--- src/rtl/tart_corr_pkg.sv ---
// Shared types and defaults for the TART correlator readout path.
package tart_corr_pkg;

  localparam int unsigned ACCUM_DEF  = 32;
  localparam int unsigned ABITS_DEF  = 7;
  localparam int unsigned WORDS_DEF  = 128;
  localparam int unsigned SETTLE_DEF = 4;

  localparam int unsigned BS_W   = 5;
  localparam int unsigned BS_MAX = 24;
  localparam int unsigned SCNT_W = 24;
  localparam int unsigned MASK_W = SCNT_W + 1;

  typedef enum logic [1:0] {
    ST_IDLE   = 2'd0,
    ST_SETTLE = 2'd1,
    ST_READ   = 2'd2,
    ST_PUSH   = 2'd3
  } rd_state_e;

  // Terminal sample count for a block: 2^min(bs,24) - 1.
  function automatic logic [SCNT_W-1:0] block_mask(input logic [BS_W-1:0] bs);
    logic [BS_W-1:0] eff;
    eff = (bs > BS_W'(BS_MAX)) ? BS_W'(BS_MAX) : bs;
    return SCNT_W'((MASK_W'(1) << eff) - MASK_W'(1));
  endfunction

endpackage

--- src/rtl/vis_block_timer.sv ---
// Counts antenna strobes and emits a one-cycle bank-switch pulse per block.
module vis_block_timer
  import tart_corr_pkg::*;
(
  input  logic            clk_i,
  input  logic            rst_n,
  input  logic            enable_i,
  input  logic [BS_W-1:0] blocksize_i,
  input  logic            strobe_i,
  output logic            sw_o
);

  logic [SCNT_W-1:0] cnt_q;
  logic [SCNT_W-1:0] mask_c;
  logic              hit_c;

  always_comb begin
    mask_c = block_mask(blocksize_i);
    hit_c  = enable_i && strobe_i && (cnt_q == mask_c);
  end

  // Disabled means the partial block is discarded, so the next run starts fresh.
  always_ff @(posedge clk_i or negedge rst_n) begin
    if (!rst_n) begin
      cnt_q <= '0;
      sw_o  <= 1'b0;
    end else begin
      sw_o <= hit_c;
      if (!enable_i || hit_c) begin
        cnt_q <= '0;
      end else if (strobe_i) begin
        cnt_q <= cnt_q + SCNT_W'(1);
      end
    end
  end

endmodule

--- src/rtl/vis_readout_ctrl.sv ---
// Visibility readout: on each bank switch, reads WORDS words over the bus
// and forwards them one at a time on a ready/valid stream.
module vis_readout_ctrl
  import tart_corr_pkg::*;
#(
  parameter int unsigned ACCUM  = ACCUM_DEF,
  parameter int unsigned ABITS  = ABITS_DEF,
  parameter int unsigned WORDS  = WORDS_DEF,
  parameter int unsigned SETTLE = SETTLE_DEF
) (
  input  logic             clk_i,
  input  logic             rst_n,
  input  logic             enable_i,
  input  logic [BS_W-1:0]  blocksize_i,
  input  logic             strobe_i,
  output logic             sw_o,
  output logic             cyc_o,
  output logic             stb_o,
  output logic             we_o,
  output logic             bst_o,
  output logic [ABITS-1:0] adr_o,
  input  logic             ack_i,
  input  logic [ACCUM-1:0] dat_i,
  output logic [ACCUM-1:0] m_dat_o,
  output logic             m_vld_o,
  input  logic             m_rdy_i,
  output logic             m_last_o,
  output logic             overrun_o
);

  localparam logic [ABITS-1:0] LAST_ADR = ABITS'(WORDS - 1);
  localparam int unsigned      SC_W     = (SETTLE > 1) ? $clog2(SETTLE) : 1;
  localparam logic [SC_W-1:0]  SC_LAST  = SC_W'(SETTLE - 1);

  logic [1:0]       rst_sync_q;
  logic             rst_int_n;
  rd_state_e        state_q, state_d;
  logic [SC_W-1:0]  settle_q, settle_d;
  logic [ABITS-1:0] adr_d;
  logic             capture_c;
  logic             overrun_d;
  logic             cyc_d, bst_d, vld_d, last_d;
  logic [ACCUM-1:0] dat_d;

  assign we_o = 1'b0;

  // Reset asserts asynchronously but releases on a clock edge.
  always_ff @(posedge clk_i or negedge rst_n) begin
    if (!rst_n) rst_sync_q <= 2'b00;
    else        rst_sync_q <= {rst_sync_q[0], 1'b1};
  end
  assign rst_int_n = rst_sync_q[1];

  vis_block_timer u_timer (
    .clk_i       (clk_i),
    .rst_n       (rst_int_n),
    .enable_i    (enable_i),
    .blocksize_i (blocksize_i),
    .strobe_i    (strobe_i),
    .sw_o        (sw_o)
  );

  // State and registered outputs.
  always_ff @(posedge clk_i or negedge rst_int_n) begin
    if (!rst_int_n) begin
      state_q   <= ST_IDLE;
      settle_q  <= '0;
      adr_o     <= '0;
      overrun_o <= 1'b0;
      cyc_o     <= 1'b0;
      stb_o     <= 1'b0;
      bst_o     <= 1'b0;
      m_vld_o   <= 1'b0;
      m_last_o  <= 1'b0;
      m_dat_o   <= '0;
    end else begin
      state_q   <= state_d;
      settle_q  <= settle_d;
      adr_o     <= adr_d;
      overrun_o <= overrun_d;
      cyc_o     <= cyc_d;
      stb_o     <= cyc_d;
      bst_o     <= bst_d;
      m_vld_o   <= vld_d;
      m_last_o  <= last_d;
      m_dat_o   <= dat_d;
    end
  end

  // Next state; a switch always restarts the settle wait, aborting any readout.
  always_comb begin
    state_d   = state_q;
    settle_d  = settle_q;
    adr_d     = adr_o;
    capture_c = 1'b0;
    overrun_d = overrun_o || (sw_o && (state_q != ST_IDLE));
    if (sw_o) begin
      state_d  = ST_SETTLE;
      settle_d = '0;
    end else begin
      unique case (state_q)
        ST_IDLE: ;
        ST_SETTLE: begin
          if (settle_q == SC_LAST) begin
            state_d = ST_READ;
            adr_d   = '0;
          end else begin
            settle_d = settle_q + SC_W'(1);
          end
        end
        ST_READ: begin
          if (ack_i) begin
            state_d   = ST_PUSH;
            capture_c = 1'b1;
          end
        end
        ST_PUSH: begin
          if (m_vld_o && m_rdy_i) begin
            if (adr_o == LAST_ADR) begin
              state_d = ST_IDLE;
            end else begin
              state_d = ST_READ;
              adr_d   = adr_o + ABITS'(1);
            end
          end
        end
        default: state_d = ST_IDLE;
      endcase
    end
  end

  // Output values for the coming cycle, decoded from the next state.
  always_comb begin
    cyc_d  = (state_d == ST_READ);
    bst_d  = cyc_d && (adr_d != LAST_ADR);
    vld_d  = (state_d == ST_PUSH);
    last_d = vld_d && (adr_d == LAST_ADR);
    dat_d  = capture_c ? dat_i : m_dat_o;
  end

endmodule

--- config.mk ---
export PLATFORM = sky130hd
export DESIGN_NAME = vis_readout_ctrl
export DESIGN_NICKNAME = d
export VERILOG_FILES = /design/src/rtl/tart_corr_pkg.sv /design/src/rtl/vis_block_timer.sv /design/src/rtl/vis_readout_ctrl.sv
export SDC_FILE = /design/constraint.sdc
export NUM_CORES = 1
export LEC_CHECK = 0
export BUFFER_PORTS_ARGS = -buffer_cell sky130_fd_sc_hd__buf_2
export CAP_MARGIN = 20
export CORE_UTILIZATION = 40
export CTS_BUF_LIST = sky130_fd_sc_hd__clkbuf_4 sky130_fd_sc_hd__clkbuf_8 sky130_fd_sc_hd__clkbuf_16
export CTS_CLUSTER_DIAMETER = 50
export DETAILED_ROUTE_END_ITERATION = 8
export GPL_TIMING_DRIVEN = 0
export PLACE_DENSITY = 0.68
export SETUP_SLACK_MARGIN = 0.4
export SLEW_MARGIN = 20
export SYNTH_ARGS = -nofsm -noshare
export SYNTH_HDL_FRONTEND = slang
export SYNTH_SLANG_ARGS = --single-unit
--- constraint.sdc ---
create_clock -name clk_i -period 2.1 [get_ports clk_i]
set_input_delay 0.105 -clock clk_i [delete_from_list [all_inputs] [get_ports clk_i]]
set_output_delay 0.105 -clock clk_i [all_outputs]
set_load 0.01 [all_outputs]
==> results by stage, run 1 <==
Outcome:
- The run finished, with violations left.
- The checks that failed: setup timing.

Layout:
- The count of nets after finishing is 620.
- The layout-stage area growth over the synthesis result is 42.61%.
- The repair_antennas step left the layout with diodes totalling 0.
- In the final layout, the share of cells above drive strength 1 is 44.89%.

Worst setup path:
- The cell count of the worst reg-to-reg path is 8.
- The slowest stage of the critical path is the sky130_fd_sc_hd__or4_4 cell.
- The data required time at the worst endpoint is 2.33 ns.
- The endpoint type of the worst setup path is a flop.
- The maximum fanout along the worst path is 8.
- The type of the worst setup path is reg2reg.
- The arrival time at the worst endpoint is 2.43 ns.
- The setup check on the worst reg-to-reg path leaves a slack of -0.10 ns.
- The launch instance of the worst register-to-register path is u_timer.cnt_q[10].
- For this run, the slowest stage of the critical path takes 0.48 ns.
- In this run the critical register-to-register path is captured at u_timer.cnt_q[16].
- The worst setup path is launched from a flop.
- Walking the worst path, the cells encountered are clkbuf_8, or4_4, a21oi_2, a211o_1, o2111a_2, nand4_4, buf_6, and3_4.

Placed design:
- The HPWL reported at the end of detailed placement is 7569 um.
- Prior to clock tree synthesis, the placed netlist has a worst setup slack of -0.6143 ns.
- Port buffering added 87 buffers.
- The final weighted congestion of routability-driven global placement is 0.8749.

Clock tree:
- In this run the clock root is driven by a sky130_fd_sc_hd__clkbuf_8.
- The TritonCTS clock tree is built.
- The buffer levels on the longest clock path is 2.
- The number of sinks handled by clock tree synthesis is 75.
- Clock-pin slew was measured on the worst setup and hold paths at 0.08 ns.
- The number of buffers added by the clock tree synthesis step is 9.
- The maximum level of the CTS H-tree is 3.
- The later pin in the worst-skew pair is clocked with a latency of 0.34 ns.

Global route:
- The maximum number of pins on one net before global-route repair is 39.
- The total congestion overflow after global routing is 0.
- The global-route usage over all layers is 21.71%.
- The via count of the first global-routing pass is 4014.
- The number of antenna violations at the first check in global routing is 0.
- The first global-routing pass estimated 19180 um of wire.

Logic synthesis:
- After synthesis, the cell types taking the most area are sky130_fd_sc_hd__dfrtp_1 45%, sky130_fd_sc_hd__mux2_2 8.9%, sky130_fd_sc_hd__and3_1 4.9%.
- The dominant cell by count in the synthesized netlist is sky130_fd_sc_hd__dfrtp_1.
- The post-synthesis instance area is 4188 sq um.
- Synthesis produced a netlist with a net count of 462.
- The fraction of post-synthesis cell area in the top cell type by area is 44.82%.
- Yosys printed 0 warnings.
- The sequential area share after synthesis is 44.82%.
- The number of distinct library cells after synthesis is 66.
- The post-synthesis average cell area is 10.09 sq um.
- After synthesis the netlist holds a flip-flop and latch count of 75.
- Counting flops with a built-in enable in the synthesized netlist gives 0.
- Synthesis produced 415 cells.
- The async set or reset register ratio after synthesis is 100.0%.
- The synthesized design spends more area on one cell type than any other, namely sky130_fd_sc_hd__dfrtp_1.
- After synthesis, the most frequently instantiated cells are 75 x sky130_fd_sc_hd__dfrtp_1, 33 x sky130_fd_sc_hd__and3_1, 33 x sky130_fd_sc_hd__mux2_2, 27 x sky130_fd_sc_hd__nand2_1.
- The primary flip-flop cell chosen by synthesis mapping is sky130_fd_sc_hd__dfrtp_1.

Timing:
- The final worst slack is -0.1016 ns.
- The summed negative setup slack over all endpoints is -2.157 ns.
- The time the final worst path needs with I/O delays and setup is 2.202 ns.
- The worst slew slack as a fraction of its limit is 63.82%.
- Setup violations remaining at the end of the flow were counted as 25.
- The final count of hold timing violations was 0.
- Setup repair after global routing could not meet its margin everywhere.
- The final max-slew violation count is 0.
- The final critical path takes up 104.8% of the cycle.
- Timing would allow up to 454.2 MHz.
- The transition at the pin with the smallest max-transition slack is 0.5407 ns.
- On the final layout, the worst clock skew is 0.01434 ns.

Floorplanning:
- The floorplan has 36 rows.
- The horizontal die dimension is 104.3 um.
- The initial core utilization is 42.07%.
- The placeable core region is 9955 sq um.
- Pin placement for this block handled 90 I/O pins.
- The floorplan step defined a die boundary enclosing 10880 sq um.
- The vertical die dimension is 104.3 um.

Flow run:
- Max-cap violations in this run came to 0.

Routing:
- The violation count after the first detailed-routing iteration is 188.
- For this run, the detailed router's first-pass iteration total came to 4.
- The number of remaining DRC errors is 0.
- Once detail routing completed, the nets flagged for antenna violations numbered 0.
- The detailed router placed 3844 vias in this run.
- The average wire per standard cell is 16.63 um.
- The mean number of vias per cell is 5.414.
- The overall routed net length is 11800 um.

Power and ir drop:
- The maximum resistive drop on vdd is 0.7133 mV.
- The static leakage is 2.667 nW.
- For this design the ratio of total power to cell area is 956.7 nW/um^2.

Min path:
- In this run the worst hold path is classified as in2async.
worst max path at each step:
stage,from,slack [ns],to
floorplan,blocksize_i[1],-0.11,u_timer.cnt_q[10]
global placement,blocksize_i[1],-0.54,u_timer.cnt_q[5]
detailed placement,blocksize_i[1],-0.61,u_timer.cnt_q[4]
CTS,adr_o[0],-0.12,m_last_o
global route,blocksize_i[1],-0.18,u_timer.cnt_q[13]
finish,u_timer.cnt_q[10],-0.10,u_timer.cnt_q[16]
where the power goes:
part	switching (W)	leakage, nW	internal [W]
registers	0.000316	0.918	0.00190
logic	0.00121	1.65	0.00122
clock network	0.000518	0.0955	0.000554
layout by cell type (no fill, tap or decap), types with 15 or more instances in the layout:
master | Yosys | routed
sky130_fd_sc_hd__buf_4 | 2 | 27
sky130_fd_sc_hd__buf_2 | 10 | 93
sky130_fd_sc_hd__and3_4 | 0 | 21
sky130_fd_sc_hd__nand2_1 | 27 | 26
sky130_fd_sc_hd__mux2_2 | 33 | 33
sky130_fd_sc_hd__nand3_1 | 22 | 20
sky130_fd_sc_hd__xnor2_1 | 22 | 22
sky130_fd_sc_hd__o21ai_0 | 17 | 15
sky130_fd_sc_hd__dfrtp_1 | 75 | 68
sky130_fd_sc_hd__dlygate4sd3_1 | 0 | 33
routing by layer:
layer | routed length (um) | vias to the layer above | global-route usage [%]
met2 | 6067 | 122 | 38.17
met1 | 5001 | 1893 | 26.23
li1 | - | 1815 | -
met4 | 142 | 0 | 6.429
met3 | 593 | 14 | 5.138
met5 | 0 | - | 0
cell families after synthesis:
| logic type | share of synthesized area, % |
|---|---|
| other cells | 0.1793 |
| simple gates | 21.00 |
| xor+xnor | 7.529 |
| fa+ha+maj | 1.195 |
| buf+inv | 4.153 |
| flops | 44.82 |
| mux | 9.352 |
| compound gates | 11.77 |
state kept, by name, summed over array words and instances (netlist names), 2 cells and up:
name,cells
settle_q,2
rst_sync_q,2
u_timer.cnt_q,24
state_q,2
adr_o,7
m_dat_o,32
through the flow:
stage / cell area, sq um / total power (W) / hold slack [ns] / cells / utilization (%)
6_report: 5972 / 0.005713 / 0.05615 / 710 / 59.99
5_1_grt: 5972 / 0.006069 / 0.04417 / 710 / 59.99
4_1_cts: 5725 / 0.005566 / 0.0009223 / 699 / 57.52
3_5_place_dp: 4920 / 0.004306 / -0.1075 / 636 / 49.42
3_3_place_gp: 4897 / 0.004206 / -0.1095 / 635 / 49.20
2_1_floorplan: 4295 / 0.003538 / -0.1906 / 415 / -
worst max-delay path, delay by kind of cell, from the launching register on:
kind | cells | cell delay (ns)
simple gates | 3 | 0.83
compound gates | 3 | 0.55
buf+inv | 2 | 0.35
flops | 1 | 0.37
layout make-up:
cell class	count	area, sq um
Fill cell	795	3983
Timing Repair Buffer	147	1010
Buffer	30	226.5
Multi-Input combinational cell	303	2467
Clock buffer	10	131.4
Inverter	7	26.28
Clock inverter	5	56.30
Sequential cell	75	1888
Tap cell	133	166.4
repair_timing:
action / 4_1_cts / 5_1_grt
setup endpoints to repair: 65 / 65
hold endpoints to repair: 33 / 1
cloned: 2 / 1
pin swaps: 18 / 14
resized for setup: 46 / 55
hold buffers: 32 / 1
setup buffers: 14 / 9
No activity file was read; power rests on OpenSTA's default activity.
==> run 2, diff against run 1 <==
--- a/config.mk
+++ b/config.mk
@@ -12,7 +12,7 @@
 export CTS_CLUSTER_DIAMETER = 50
 export DETAILED_ROUTE_END_ITERATION = 8
 export GPL_TIMING_DRIVEN = 0
-export PLACE_DENSITY = 0.68
+export PLACE_DENSITY = 0.66
 export SETUP_SLACK_MARGIN = 0.4
 export SLEW_MARGIN = 20
 export SYNTH_ARGS = -nofsm -noshare
==> constraint.sdc (replaced) <==
create_clock -name clk_i -period 2.18 [get_ports clk_i]
set_input_delay 0.109 -clock clk_i [delete_from_list [all_inputs] [get_ports clk_i]]
set_output_delay 0.109 -clock clk_i [all_outputs]
set_load 0.01 [all_outputs]
==> run 2 against run 1 <==
The run still ends with setup timing left. Final cell count is 0.28% higher. Clock-buffer cell count stayed put. Routed wire length is 1.9% lower. Non-clock buffer count stayed put. Core utilization is 0.16 points lower. Critical path depth is 5 higher. First-iteration DRC count is 28% higher. Sequential cell count stayed put. Clock power is 7% lower. Register-to-register slack better by 0.13 ns. Global-route usage is 0.29 points higher. Combinational power is 5% lower. Largest cell class unchanged.
==> results by stage, run 2 (synthesized netlist as in run 1, its figures left out) <==
Worst setup path:
- The maximum fanout along the worst path was 6 (-2).
- The arrival time at the worst endpoint is 2.43 ns (about the same).
- STA classifies the critical path endpoint as a flop.
- The critical path launch point type is a primary input.
- The worst register-to-register path ends at u_timer.cnt_q[10].
- The type of the worst setup path is in2reg.
- The data required time at the worst endpoint was 2.42 ns (+0.09 ns).
- The flop-to-flop setup slack is 0.03 ns (+0.13 ns).
- In this run the critical register-to-register path is launched from u_timer.cnt_q[10].
- The cell count of the worst reg-to-reg path is 8 (unchanged).

Power and ir drop:
- The ratio of total power to cell area is 913.0 nW/um^2 (-4.6%).
- The static leakage is 2.691 nW (+0.91%).
- The maximum resistive drop on vdd is 0.6566 mV (-7.9%).

Floorplanning:
- The top-level I/O count is 90 (unchanged).
- The initial core utilization came to 42.07% (unchanged).
- The vertical die dimension is 104.3 um (unchanged).
- The placeable core region was 9955 sq um (unchanged).
- The placement row count is 36 (unchanged).
- The area of the die came to 10880 sq um (unchanged).
- The horizontal die dimension is 104.3 um (unchanged).

Timing:
- The final worst slack is -0.01321 ns (+0.08840 ns).
- The final count of hold timing violations is 0 (unchanged).
- The worst slew slack as a fraction of its limit was 60.55% (-3.3 points).
- The final max-slew violation count is 0 (unchanged).
- The post-route clock period utilization is 100.6%.
- The transition at the pin with the smallest max-transition slack is 0.5896 ns (+0.04896 ns).
- The number of failing setup endpoints in the final timing report is 14 (-44%).
- The time the final worst path needs with I/O delays and setup is 2.193 ns.
- The worst setup skew after layout was 0.01298 ns (-0.001365 ns).
- Setup repair after global routing could not meet its margin everywhere.
- The achievable clock frequency is 456.0 MHz.

Clock tree:
- The number of buffers added by the clock tree synthesis step came to 9 (unchanged).
- The cell sitting at the root of the clock tree is a sky130_fd_sc_hd__clkbuf_8.
- The buffer levels on the longest clock path was 2 (unchanged).
- The clock latency at the later pin of the worst-skew pair came to 0.35 ns (about the same).
- The register clock-pin slew on the reported worst setup and hold paths came to 0.09 ns (about the same).
- The maximum level of the CTS H-tree is 3 (unchanged).
- The number of sinks handled by clock tree synthesis was 75 (unchanged).
- TritonCTS built the clock tree.

Layout:
- In the final layout, the registers with the most flip-flops are m_dat_o (32), u_timer.cnt_q (24), adr_o (7).
- The count of nets after finishing was 621 (+0.16%).
- The non-filler instance count after layout is 712 (+0.28%).
- The number of filler instances in the final layout is 809 (+1.8%).
- The number of flip-flops in the largest register is 32 (unchanged).
- The library cell used most frequently in the layout, excluding fill and tap cells, is sky130_fd_sc_hd__buf_2.
- In the layout the commonest cells are 94 x sky130_fd_sc_hd__buf_2, 69 x sky130_fd_sc_hd__dfrtp_1, 33 x sky130_fd_sc_hd__mux2_2, 33 x sky130_fd_sc_hd__dlygate4sd3_1, 28 x sky130_fd_sc_hd__buf_4.
- The fraction of final layout cells sized beyond drive strength 1 is 43.18% (-1.7 points).
- The area growth from synthesis to layout is 42.22%.
- The number of inserted diodes is 0 (unchanged).
- The core utilization of the finished layout came to 59.83% (-0.16 points).
- The largest register by flop count is m_dat_o.

Global route:
- The global-route usage over all layers is 22.01% (+0.29 points).
- The maximum number of pins on one net before global-route repair came to 56 (+44%).
- The wire length of the first global-routing pass came to 19200 um (+0.14%).
- The total congestion overflow after global routing is 0 (unchanged).
- The number of antenna violations at the first check in global routing is 0 (unchanged).
- The via count of the first global-routing pass is 3923 (-2.3%).

Routing:
- The remaining antenna violation count after routing is 0 (unchanged).
- The wire length on met3 came to 514 um (-13%).
- The routed length on met2 is 5959 um (-1.8%).
- The number of remaining DRC errors was 0 (unchanged).
- The average wire per standard cell is 16.26 um (-2.2%).
- The detailed-route wire length on metal 1 is 4895 um (-2.1%).
- After detailed routing, no signal wire sits above met4.
- The number of iterations in the first detailed-routing pass is 5 (+1).
- The overall routed net length is 11580 um (-1.9%).
- The violation count after the first detailed-routing iteration is 241 (+28%).
- The mean number of vias per cell is 5.383 (-0.57%).
- The number of vias after detailed routing was 3833 (-0.29%).

Placed design:
- The number of buffer cells added on primary ports is 87 (unchanged).
- The final weighted congestion of routability-driven global placement was 0.8716 (-0.38%).
- The HPWL reported at the end of detailed placement came to 7580 um (+0.15%).
- The placed cell count is 636 (unchanged).

Min path:
- The path class of the tightest hold or removal check is in2async.

Outcome:
- The run finished, with violations left.
- The final reports fail on setup timing.

Flow run:
- The max-capacitance violation count was 0 (unchanged).
-- run 2: cell types whose count changed in the layout (fill, tap and decap cells not counted), sizes merged --
cell      before  now
clkinvlp       1    2
nand4          4    5
inv            7   10
clkinv         3    1
bufinv         1    0
-- run 2: critical path, stage by stage --
cell	delay (ns)
sky130_fd_sc_hd__buf_6	0.09
sky130_fd_sc_hd__buf_6	0.13
sky130_fd_sc_hd__nor3_4	0.21
sky130_fd_sc_hd__nand2_2	0.11
sky130_fd_sc_hd__ha_4	0.20
sky130_fd_sc_hd__nor4bb_1	0.33
sky130_fd_sc_hd__o21ai_0	0.14
sky130_fd_sc_hd__o21ai_1	0.20
sky130_fd_sc_hd__xnor2_1	0.15
sky130_fd_sc_hd__and2_2	0.23
sky130_fd_sc_hd__nand4_4	0.19
sky130_fd_sc_hd__buf_6	0.19
sky130_fd_sc_hd__and3_4	0.16
-- run 2: cell type report --
type | instances | area [sq um] | share of cell area, %
Tap cell | 133 | 166.4 | 2.794
Clock buffer | 10 | 131.4 | 2.206
Multi-Input combinational cell | 304 | 2457 | 41.26
Sequential cell | 75 | 1887 | 31.68
Timing Repair Buffer | 147 | 1010 | 16.95
Inverter | 7 | 26.28 | 0.4412
Clock inverter | 6 | 50.05 | 0.8403
Buffer | 30 | 227.7 | 3.824
-- run 2: repair_timing --
action,CTS,global route
pin swaps,20,16
endpoints found under the setup margin,58,62
resized for setup,57,39
hold buffers,33,0
buffers inserted,13,10
hold endpoints to repair,34,0
gates cloned,4,0
-- run 2: where the power goes --
group          total (W)  internal (W)  switching, W
Combinational    0.00231       0.00116       0.00115
Sequential       0.00214       0.00183      0.000304
Clock           0.000991      0.000440      0.000551
Total            0.00544       0.00343       0.00200
-- run 2: how the worst max path moves through the flow --
| stage | from | to |
|---|---|---|
| 6_report | blocksize_i[2] | u_timer.cnt_q[10] |
| 5_1_grt | blocksize_i[2] | u_timer.cnt_q[2] |
| 4_1_cts | blocksize_i[2] | u_timer.cnt_q[8] |
| 3_5_place_dp | blocksize_i[1] | u_timer.cnt_q[22] |
| 3_3_place_gp | blocksize_i[1] | u_timer.cnt_q[5] |
| 2_1_floorplan | blocksize_i[1] | u_timer.cnt_q[10] |
-- run 2: metal layers --
layer / GRT usage, % / vias to the layer above
met3: 4.950 / 20
li1: - / 1814
met1: 27.00 / 1881
met5: 0 / -
met4: 7.653 / 0
met2: 37.84 / 118
-- run 2: metrics by stage --
step / instance area, sq um / setup WS, ns / hold WS, ns / setup TNS (ns) / power, W
floorplan: 4292 / -0.02944 / -0.1866 / -0.5182 / 0.003403
global placement: 4893 / -0.4774 / -0.1051 / -11.20 / 0.004054
detailed placement: 4923 / -0.5201 / -0.1027 / -12.21 / 0.004146
CTS: 5769 / -0.01329 / 0.04063 / -0.1065 / 0.005338
global route: 5956 / -0.07374 / 0.04592 / -1.286 / 0.005783
finish: 5956 / -0.01321 / 0.05039 / -0.1079 / 0.005438
==> run 3, diff against run 2 <==
--- a/config.mk
+++ b/config.mk
@@ -5,6 +5,7 @@
 export SDC_FILE = /design/constraint.sdc
 export NUM_CORES = 1
 export LEC_CHECK = 0
+export ABC_AREA = 1
 export BUFFER_PORTS_ARGS = -buffer_cell sky130_fd_sc_hd__buf_2
 export CAP_MARGIN = 20
 export CORE_UTILIZATION = 40
@@ -12,7 +13,7 @@
 export CTS_CLUSTER_DIAMETER = 50
 export DETAILED_ROUTE_END_ITERATION = 8
 export GPL_TIMING_DRIVEN = 0
-export PLACE_DENSITY = 0.66
+export PLACE_DENSITY = 0.64
 export SETUP_SLACK_MARGIN = 0.4
 export SLEW_MARGIN = 20
 export SYNTH_ARGS = -nofsm -noshare
==> run 3 against run 2 <==
The flow still finishes with violations (setup timing). First-iteration DRC count is 37% higher. Via count increased by 29%. Critical path depth rose by 7. Sequential share of layout area is 4.0 points lower. Critical path type unchanged. Largest cell class unchanged.
==> results by stage, run 3 <==
Timing:
- The number of failing setup endpoints in the final timing report was 22 (+8).
- The final max-slew violation count came to 0 (unchanged).
- The final worst slack came to -0.09333 ns (-0.08012 ns).
- The worst slew slack as a fraction of its limit was 64.18% (+3.6 points).
- The final count of hold timing violations was 0 (unchanged).
- The time the final worst path needs with I/O delays and setup is 2.273 ns (+0.08012 ns).
- Setup repair after global routing could not meet its margin everywhere.
- The worst hold slack is 0.01143 ns (-0.03895 ns).
- The achievable clock frequency came to 439.9 MHz (-3.5%).
- The transition at the pin with the smallest max-transition slack is 0.5373 ns (-0.05231 ns).
- The post-route clock period utilization is 104.3% (+3.7 points).
- The worst setup skew after layout is 0.005574 ns (-0.007405 ns).

Clock tree:
- The register clock-pin slew on the reported worst setup and hold paths is 0.05 ns (-0.04 ns).
- The number of sinks handled by clock tree synthesis was 75 (unchanged).
- The clock latency at the later pin of the worst-skew pair is 0.33 ns (-0.02 ns).
- In this run the clock root is driven by a sky130_fd_sc_hd__clkbuf_16.
- The buffer levels on the longest clock path came to 2 (unchanged).
- The maximum level of the CTS H-tree is 3 (unchanged).
- The TritonCTS clock tree is built.
- The number of buffers added by the clock tree synthesis step was 9 (unchanged).

Logic synthesis:
- The synthesized netlist net count was 700 (+52%).
- The post-synthesis sequential element count is 75 (unchanged).
- The area fraction in and, or, nand and nor cells after synthesis is 34.36% (+13 points).
- The primary flip-flop cell chosen by synthesis mapping is sky130_fd_sc_hd__dfrtp_1.
- By area, the combinational part of the netlist is dominated by simple AND/OR/NAND/NOR gates.
- The async set or reset register ratio after synthesis was 100.0% (unchanged).
- The post-synthesis share of cell area spent on full adders, half adders and majority gates was 0.9804% (-0.21 points).
- The number of warnings reported in the yosys synthesis log is 0 (unchanged).
- The post-synthesis average cell area came to 7.818 sq um (-23%).
- Ranked by instance count, the synthesized netlist is headed by 132 x sky130_fd_sc_hd__nand2_1, 80 x sky130_fd_sc_hd__inv_1, 75 x sky130_fd_sc_hd__dfrtp_1, 68 x sky130_fd_sc_hd__nand3_1, 65 x sky130_fd_sc_hd__nor2_1.
- The fraction of post-synthesis cell area in the top cell type by area is 36.76% (-8.1 points).
- The xor/xnor share of the synthesized area is 7.353% (-0.18 points).
- The most common cell in the synthesized netlist is sky130_fd_sc_hd__nand2_1.
- The count of flip-flops with a built-in enable after synthesis is 0 (unchanged).
- The cell count after synthesis is 653 (+57%).
- The compound-cell area share of the yosys netlist is 4.191% (-7.6 points).
- The multiplexer share of the synthesized area is 7.255% (-2.1 points).
- The post-synthesis instance area is 5105 sq um (+22%).
- The number of distinct library cells after synthesis came to 45 (-32%).
- The sequential area share after synthesis is 36.76% (-8.1 points).
- Ranked by total cell area, the synthesized netlist is headed by sky130_fd_sc_hd__dfrtp_1 37%, sky130_fd_sc_hd__nand2_1 9.7%, sky130_fd_sc_hd__mux2_2 7.1%.
- The leading area contributor after synthesis is sky130_fd_sc_hd__dfrtp_1.

Worst setup path:
- The type of the worst setup path is in2reg.
- The arrival time at the worst endpoint is 2.49 ns (+0.06 ns).
- The highest-delay cell along the critical path is sky130_fd_sc_hd__nor2_4.
- The worst setup path is captured at a flop.
- The maximum fanout along the worst path came to 8 (+2).
- The data required time at the worst endpoint came to 2.39 ns (-0.03 ns).
- The worst setup path is launched from a primary input.
- The maximum single-stage delay on the critical path came to 0.21 ns (-0.12 ns).
- The critical path goes through buf_6, buf_8, nor2_4, nand3_4, ha_4, xor2_2, xor2_1, inv_1, nor2_2, nand2_1, nor2_1, nand2_1, nor2_2, nand3_2, nor2_4, nand3_2, nand2_4, buf_12, clkbuf_16, nor2_2.
- The cell occurring most often along the worst timing path is sky130_fd_sc_hd__nor2_2.

Floorplanning:
- The initial core utilization came to 41.80% (-0.27 points).
- The vertical die dimension is 115.0 um (+10%).
- The horizontal die dimension is 115.0 um (+10%).
- The area of the die is 13220 sq um (+21%).
- The top-level I/O count is 90 (unchanged).
- The placement row count is 40 (+11%).
- The placeable core region is 12210 sq um (+23%).

Routing:
- The mean number of vias per cell came to 5.152 (-4.3%).
- The overall routed net length is 13790 um (+19%).
- The remaining antenna violation count after routing is 0 (unchanged).
- The number of vias after detailed routing is 4951 (+29%).
- The average wire per standard cell is 14.35 um (-12%).
- The number of remaining DRC errors is 0 (unchanged).
- The violation count after the first detailed-routing iteration is 330 (+37%).
- The number of iterations in the first detailed-routing pass was 5 (unchanged).

Layout:
- The number of inserted diodes is 0 (unchanged).
- The core utilization of the finished layout is 55.74% (-4.1 points).
- The leading cell type in the layout, fill and taps excluded is sky130_fd_sc_hd__nand2_1.
- The number of flip-flops in the largest register is 32 (unchanged).
- The non-filler instance count after layout is 961 (+35%).
- In the layout the commonest cells are 119 x sky130_fd_sc_hd__nand2_1, 89 x sky130_fd_sc_hd__buf_2, 76 x sky130_fd_sc_hd__inv_1.
- The layout-stage area growth over the synthesis result is 33.33%.
- In the final layout, the registers with the most flip-flops are m_dat_o (32), u_timer.cnt_q (24), adr_o (7).
- The fraction of final layout cells sized beyond drive strength 1 is 36.57% (-6.6 points).
- Counting flops per register, the top entry is m_dat_o.
- The count of nets after finishing was 838 (+35%).

Power and ir drop:
- The ratio of total power to cell area was 829.3 nW/um^2 (-9.2%).
- The switching portion of total power is 34.34% (-2.5 points).
- The internal power summed over all cells is 0.003706 W (+7.9%).
- The portion of total power attributed to combinational logic is 40.1% (-2.4 points).
- The part of the total power dissipated in sequential elements came to 36.7% (-2.6 points).
- The net switching power figure is 0.001938 W (-3.3%).
- The power share of the clock group is 23.2% (+5.0 points).
- The static leakage is 3.266 nW (+21%).
- The maximum resistive drop on vdd was 0.6655 mV (+1.3%).

Placed design:
- The number of buffer cells added on primary ports was 87 (unchanged).
- The HPWL reported at the end of detailed placement is 10160 um (+34%).
- The final weighted congestion of routability-driven global placement is 0.8872 (+1.8%).
- The placed cell count came to 909 (+43%).

Global route:
- The maximum number of pins on one net before global-route repair came to 47 (-16%).
- The number of antenna violations at the first check in global routing came to 0 (unchanged).
- The wire length of the first global-routing pass is 22270 um (+16%).
- The global-route usage over all layers was 21.35% (-0.66 points).
- The via count of the first global-routing pass is 4807 (+23%).
- The total congestion overflow after global routing is 0 (unchanged).

Outcome:
- The run finished, with violations left.
- The final reports fail on setup timing.

Min path:
- The path class of the tightest hold or removal check is in2reg.

Flow run:
- The max-capacitance violation count is 0 (unchanged).
-- run 3: cell types whose count changed after synthesis, sizes merged, moves of 23 or more --
cell,before,now
nor2,18,96
xor2,14,37
and3,33,0
nand2,27,135
inv,7,87
nand4,4,35
nand3,22,73
-- run 3: cell families (layout without fill, tap and decap cells) --
| family | count (synthesis) | count (layout) |
|---|---|---|
| buffers and inverters | 104 | 244 |
| flip-flops | 75 | 75 |
| AND/OR/NAND/NOR | 359 | 359 |
| other | 2 | 2 |
| XOR/XNOR | 42 | 42 |
| multiplexers | 33 | 33 |
| adder cells (fa/ha/maj) | 4 | 4 |
| AO/OA/AOI/OAI | 34 | 34 |
-- run 3: metal layers --
metal	share of wire [%]	global-route usage, %
met1	42	26.39
met2	51	37.43
met3	5.6	4.797
met4	1.9	5.801
met5	0	0
-- run 3: path summary, 6_finish.rpt --
check	start	to	slack, ns	cells after the start
setup / recovery	blocksize_i[3]	u_timer.cnt_q[12]	-0.09	20
hold / removal	dat_i[28]	m_dat_o[28]	0.01	2
setup reg to reg	u_timer.cnt_q[7]	u_timer.cnt_q[21]	-0.05	10
hold reg to reg	rst_sync_q[1]	m_last_o	0.25	0
max in group asynchronous	rst_sync_q[1]	adr_o[0]	1.37	1
min in group asynchronous	rst_n	rst_sync_q[1]	0.10	2
-- run 3: worst max-delay path, delay by kind of cell --
family / cells / cell delay (ns)
adders and majority gates: 1 / 0.19
buffers and inverters: 5 / 0.56
xor gates and xnor gates: 2 / 0.37
and+or+nand+nor: 12 / 1.25
-- run 3: power groups by stage --
stage	sequential, W	clock, W	combinational, W
final	0.00207	0.00131	0.00226
after global routing	0.00212	0.00140	0.00248
after CTS	0.00206	0.00134	0.00215
after detailed placement	0.00210	0	0.00185
after global placement	0.00209	0	0.00177
after floorplan	0.00226	0	0.000989
-- run 3: area by class of cell --
class	instances	area, sq um
timing repair buffer	127	878.3
clock buffer	13	261.5
fill	1129	5405
buffer	17	170.2
multi-input combinational	474	3070
inverter	87	334.1
sequential	75	1882
tap	168	210.2
-- run 3: what timing repair did --
| item | CTS | global route |
|---|---|---|
| gates resized for setup | 59 | 36 |
| cloned | 1 | 1 |
| hold buffers | 1 | 0 |
| setup endpoints to repair | 53 | 27 |
| hold endpoints to repair | 2 | 0 |
| pin swaps | 22 | 32 |
| buffers inserted | 28 | 8 |
-- run 3: metrics by stage --
step	setup TNS [ns]	total power, W	setup WS, ns	instance area, sq um
finish	-1.584	0.005644	-0.09333	6807
global route	-5.584	0.005998	-0.2671	6807
CTS	0	0.005552	0.005318	6574
detailed placement	-9.260	0.003948	-0.4341	5839
global placement	-8.104	0.003861	-0.3846	5809
floorplan	0	0.003251	0.1081	5164
